===== config.mk =====
export PLATFORM = sky130hd
export DESIGN_NAME = maxnet_input_loader
export DESIGN_NICKNAME = d
export VERILOG_FILES = /design/src/rtl/maxnet_input_loader.sv
export SDC_FILE = /design/constraint.sdc
export NUM_CORES = 1
export LEC_CHECK = 0
export CAP_MARGIN = 20
export CORE_MARGIN = 2
export CORE_UTILIZATION = 36
export DETAILED_ROUTE_END_ITERATION = 12
export PLACE_DENSITY = 0.77
export SLEW_MARGIN = 20
export SYNTH_ARGS = -nofsm -noshare
export SYNTH_HDL_FRONTEND = slang
export SYNTH_SLANG_ARGS = --single-unit

===== constraint.sdc =====
create_clock -name clk -period 1.24 [get_ports clk]
set_input_delay 0.186 -clock clk [delete_from_list [all_inputs] [get_ports clk]]
set_output_delay 0.186 -clock clk [all_outputs]
set_load 0.02 [all_outputs]

===== src/rtl/maxnet_input_loader.sv =====
// maxnet_input_loader: gathers four sanitized fp32 activations from a valid/ready stream,
// presents them with epsilon to the Maxnet controller and waits for its done.
module maxnet_input_loader #(
    parameter int                DATA_W  = 32,
    parameter logic [DATA_W-1:0] EPS_RST = 32'h3E000000
) (
    input  logic              clk,
    input  logic              rst,
    input  logic              in_valid,
    output logic              in_ready,
    input  logic [DATA_W-1:0] in_data,
    input  logic              eps_we,
    input  logic [DATA_W-1:0] eps_in,
    output logic              start,
    input  logic              done,
    output logic [DATA_W-1:0] num1,
    output logic [DATA_W-1:0] num2,
    output logic [DATA_W-1:0] num3,
    output logic [DATA_W-1:0] num4,
    output logic [DATA_W-1:0] epsilon,
    output logic              clamped,
    output logic              invalid,
    output logic [7:0]        batch_cnt
);
    typedef enum logic [1:0] {LOAD, ISSUE, WAIT} state_t;

    state_t            state, next_state;
    logic [1:0]        word_idx;
    logic              xfer, last, special, clamp_w;
    logic [DATA_W-1:0] san;

    assign in_ready = state == LOAD;
    assign start    = state == ISSUE;
    assign xfer     = in_valid && in_ready;
    assign last     = xfer && word_idx == 2'd3;

    // NaN/Inf and every negative value (including -0) are stored as +0
    assign special = in_data[30:23] == 8'hFF;
    assign clamp_w = !special && in_data[31] && |in_data[30:0];
    assign san     = (special || in_data[31]) ? '0 : in_data;

    always_comb begin
        next_state = state;
        case (state)
            LOAD:    next_state = last ? ISSUE : LOAD;
            ISSUE:   next_state = WAIT;
            WAIT:    next_state = done ? LOAD : WAIT;
            default: next_state = LOAD;
        endcase
    end

    always_ff @(posedge clk or negedge rst) begin
        if (!rst) begin
            state     <= LOAD;
            word_idx  <= 2'd0;
            num1      <= '0;
            num2      <= '0;
            num3      <= '0;
            num4      <= '0;
            epsilon   <= EPS_RST;
            clamped   <= 1'b0;
            invalid   <= 1'b0;
            batch_cnt <= 8'd0;
        end else begin
            state <= next_state;
            if (xfer) begin
                word_idx <= word_idx + 2'd1;
                case (word_idx)
                    2'd0:    num1 <= san;
                    2'd1:    num2 <= san;
                    2'd2:    num3 <= san;
                    default: num4 <= san;
                endcase
                // flags restart with each batch's first word
                clamped <= (word_idx != 2'd0 && clamped) || clamp_w;
                invalid <= (word_idx != 2'd0 && invalid) || special;
            end
            if (eps_we && state == LOAD)
                epsilon <= {1'b0, eps_in[DATA_W-2:0]};
            if (state == WAIT && done)
                batch_cnt <= batch_cnt + 8'd1;
        end
    end
endmodule


Word level (Yosys, flattened, before mapping)
Cells that the tools add are included.
- flip-flop bits (word level): 173
- add/sub/neg operators: 2
- equality and inequality tests: 6
- muxes and demuxes: 4
- bitwise operators: 1
- reductions and logical operators: 21
- operators with widths (cell ; number):
    $mux W32 ; 1
    $reduce_or A31 Y1 ; 1
    $add A8 B1 Y8 const B ; 1
    $eq A8 B8 Y1 const B ; 1
    $logic_and A1 B1 Y1 ; 8
    $reduce_and A2 Y1 ; 4
    $eq A2 B2 Y1 const B ; 3
    $pmux W2 S3 ; 1
    $eq A2 B1 Y1 const B ; 2
    $logic_not A2 Y1 ; 2
    $logic_or A1 B1 Y1 ; 3
    $reduce_or A3 Y1 ; 1
    $add A2 B1 Y2 const B ; 1
    $mux W2 ; 1
    $reduce_bool A2 Y1 ; 1
    $logic_not A1 Y1 ; 1
    $mux W1 ; 1
    $not A1 Y1 ; 1

Longest topological paths before layout
- depth in word-level cells: 5
- gate-level depth with buffers: 7
- gate-level depth less buffers: 5

Worst setup path after synthesis
Ideal clock, no wire load.
- path type: reg2reg
- start point: reg state[1]
- end point: reg epsilon[0]
- setup time: 125 ps
- arrival time: 1373 ps
- path slack: -258 ps
- cell stages (with the launch flop): 6
- path buffers: 2
- path through: dfrtp_1 -> nor2_2 -> and2_1 -> buf_6 -> buf_12 -> mux2_4
- cells in the longest elaborated chain, start to end: 2
- RTL lines (item ; RTL line ; source):
    start, declared ; 27 ; state_t state, next_state;
    start signal, assigned ; 65 ; state <= next_state;
    $logic_not A2 Y1 ; n/a ;
    named net in_ready ; 10 ; output logic in_ready,
    $logic_and A1 B1 Y1 ; 78 ; if (eps_we && state == LOAD)
    end signal, assigned ; 79 ; epsilon <= {1'b0, eps_in[DATA_W-2:0]};
    end, declared ; 20 ; output logic [DATA_W-1:0] epsilon,
The timed path passes the listed nets, and every way through them passes these cells.
A chain may end at the register's enable or synchronous reset.

Worst setup path after layout
- start point: reg state[1]
- end point: reg num3[5]
- cells in the longest elaborated chain, start to end: 3
- RTL lines (item ; RTL line ; source):
    $logic_not A2 Y1 ; 32 ; assign in_ready = state == LOAD;
    $logic_and A1 B1 Y1 ; 34 ; assign xfer = in_valid && in_ready;
    $reduce_and A2 Y1 (no line) ; n/a ;
    end signal, assigned ; 71 ; 2'd2: num3 <= san;
    end, declared ; 18 ; output logic [DATA_W-1:0] num3,
Every way passes these cells.

==> flow_summary_export.csv <==
group,metric,value,unit
yosys,seq_area_frac_synth,63.5,%
yosys,netlist_instances,580,
route,wl_met3,1230,µm
critical_path,critical_path.max_fanout,9,
grt,grt_max_degree,45,
yosys,synth_warnings,0,
clock_tree,clk_latency,410,ps
cells_and_area,layoutNonFillerInstCount,1149,
floorplan,die_w,142,µm
placement,io_buffers,238,
yosys,synthTopCellsByArea,"dfrtp_1, nand2_1, o21ai_0",
route,wl_met1,9860,µm
clock_tree,ctsLongestPathBuffers,2,
placement,gp_congestion,0.824,
critical_path,critPathTopFamily,"flip-flops",
timing,skew,9.12,ps
yosys,synth-edff-count,0,
critical_path,crit_buf_inv,2,
cells_and_area,layout-drive-gt1-share,57.6,%
status,outcome,"finished, violations left",
min_path,hp-class,"input port to async pin",
placement,hpwlAfterDp,14900,µm
yosys,synth.most_common_cell,"dfrtp_1",
cells_and_area,syn_to_final_growth,62.2,%
timing,hold_viol,0,
route,top_layer,"met4",
critical_path,path_class,"flop to flop",
critical_path,crit_arrival,1860,ps
clock_tree,numClockSinks,173,
yosys,yosysTopAreaCell,"dfrtp_1",
timing,holdWs,255,ps
timing,tightest_slew,554,ps
critical_path,path_cells,"nor3b_4 -> buf_12 -> nand2_8 -> clkbuf_16 -> o21ai_1",
floorplan,die_area,0.0201,mm²
yosys,netlist_area,0.00683,mm²
route,drt_wl_total,23300,µm
cells_and_area,final_cell_area,0.0111,mm²
yosys,synthArstFlopShare,100,%
route,routed_via_density,4.97,
timing,rsz0062_at_grt,"true",
job,cap_viol_max_count,0,
yosys,synth_top_cell_area_share,61.6,%
pwr,ir_drop,1310,µV
pwr,seqPwrFrac,33.1,%
critical_path,critPathLaunchType,"flop",
timing,fin_crit,1540,ps
timing,slew_headroom,62.7,%
pwr,p_sw,13.1,mW
critical_path,slowest_delay,450,ps
yosys,synthFlopType,"dfrtp_1",
grt,antenna_found_initial,2,
route,drc,0,
yosys,syn_nets,655,
yosys,synth_area_per_cell,11.8,µm²
floorplan,io_pins,241,
route,wl_met2,11400,µm
route,wl_per_cell,20.3,µm
status,violations,"negative setup slack",
timing,fmax,0.651,GHz
cells_and_area,fillerInstances,1557,
critical_path,endpoint_kind,"flop",
grt,grt_pass1_wl,32000,µm
clock_tree,htreeDepth,4,
floorplan,rows,50,
cells_and_area,final_nets,975,
floorplan,start_util,36.6,%
yosys,synth_common_cells,"dfrtp_1, nand2_1, o21ai_0",
route,drt_first_pass_iters,4,
grt,grt_overflow,0,
timing,setup_slack,-296,ps
grt,grt_usage,20.9,%
route,vias,5710,
grt,grt_pass1_vias,5558,
floorplan,fp.dieH,142,µm
route,ant_nets,0,
floorplan,fp.coreArea,0.0186,mm²
critical_path,required,1570,ps
clock_tree,clkSlewWorstSetupHoldPaths,70,ps
clock_tree,cts_tree,"built",
placement,placed_area,0.0101,mm²
pwr,powerDensity,2790,mW/mm²
pwr,leakage,5.47,nW
timing,fin_crit_sh,124,%
timing,final_max_slew_viol_count,0,
pwr,intPower,17.8,mW
yosys,ys_ff_latch,173,
placement,dp.cells,1090,
critical_path,slowest_stage,"dfrtp_2",
route,drt_iter0_drc,245,
pwr,clkPwrFrac,16.8,%
clock_tree,clockRootBuffer,"clkbuf_16",
timing,setup_viol_count_final,175,
clock_tree,cts_buffers,17,
pwr,p_sw_share,42.3,%
pwr,power_frac_comb,50.0,%
yosys,synth.distinct_cells,38,
==> through the flow <==
stage               power [mW]  worst slack (ps)  setup TNS, ps  utilization (%)
global placement          24.4              -593         -72520             54.1
global route              32.4              -352         -46340             59.4
floorplan                 17.5              -194         -14580                -
CTS                       28.6              -262         -31780             54.7
detailed placement        24.8              -582         -72240             54.1
finish                    30.9              -296         -35040             59.4
==> final timing paths <==
path                       cells past startpoint                startpoint  slack (ps)                        to
max                                            5        state[1]$_DFF_PN0_        -300       num3[5]$_DFFE_PN0P_
min                                            2                       rst         260  batch_cnt[2]$_DFFE_PN0P_
max reg2reg                                    5        state[1]$_DFF_PN0_        -300       num3[5]$_DFFE_PN0P_
min reg2reg                                    1  batch_cnt[7]$_DFFE_PN0P_         470  batch_cnt[7]$_DFFE_PN0P_
max in group asynchronous                      3                       rst         410       num2[4]$_DFFE_PN0P_
min in group clk                               2                 eps_in[5]         380    epsilon[5]$_DFFE_PN0P_
==> state kept, by name (all words and copies together), names as in the netlist <==
name and count:
epsilon 31, num3 32, num2 32, num1 32
invalid 1, num4 32, batch_cnt 8, state 2
word_idx 2, clamped 1
==> layer usage <==
metal	global-route usage [%]	vias up
met2	34.5	176
met4	7.05	0
met5	0	-
met1	27.0	2868
met3	5.23	41
li1	-	2625
==> placed cells by master, fill, tap and decap left out, drive strengths merged, types with 2 or more instances in the layout <==
cell,netlist,final
and2,6,6
buf,26,254
clkbuf,9,33
clkdlybuf4s50,0,66
clkinv,0,4
clkinvlp,0,3
dfrtp,168,168
dfstp,5,5
diode,0,2
ha,6,6
inv,2,7
mux2,32,32
nand2,163,164
nand3,2,2
nand4,6,6
nor2,3,3
nor3b,2,2
nor4,7,7
o21ai,125,125
xnor2,6,6
xor2,2,2
==> cells by family after synthesis <==
| logic type | after synthesis | share of synthesized area [%] |
|---|---|---|
| buf+inv | 37 | 4.10 |
| simple gates | 195 | 12.5 |
| flops | 173 | 63.5 |
| fa+ha+maj | 6 | 1.10 |
| compound gates | 128 | 10.8 |
| other cells | 1 | 0.0549 |
| xor+xnor | 8 | 1.03 |
| mux | 32 | 6.93 |
==> repair_timing <==
| action | 4_1_cts | 5_1_grt |
|---|---|---|
| hold buffers | 1 | 0 |
| hold endpoints to repair | 43 | 0 |
| pin swaps | 27 | 50 |
| endpoints found under the setup margin | 342 | 179 |
| cloned | 5 | 16 |
| resized for setup | 764 | 147 |
| buffers inserted | 3 | 0 |
==> power by group through the flow <==
stage	Combinational (mW)	Sequential, mW	Clock (mW)
floorplan	4.62	12.9	0
global placement	14.6	9.81	0
detailed placement	14.9	9.92	0
CTS	13.5	9.87	5.29
global route	16.3	10.5	5.58
finish	15.5	10.2	5.20
==> layout make-up <==
class	instances	area (µm²)	share of cell area, %
flip-flops and latches	173	4340	39.2
clock buffers	19	443	4.00
inverters	2	7.51	0.0678
multi-input cells	371	2900	26.2
clock inverters	13	133	1.20
well taps	234	293	2.64
repair buffers	335	2950	26.7
diodes	2	5.00	0.0452
Power figures use the tool's default switching activity.
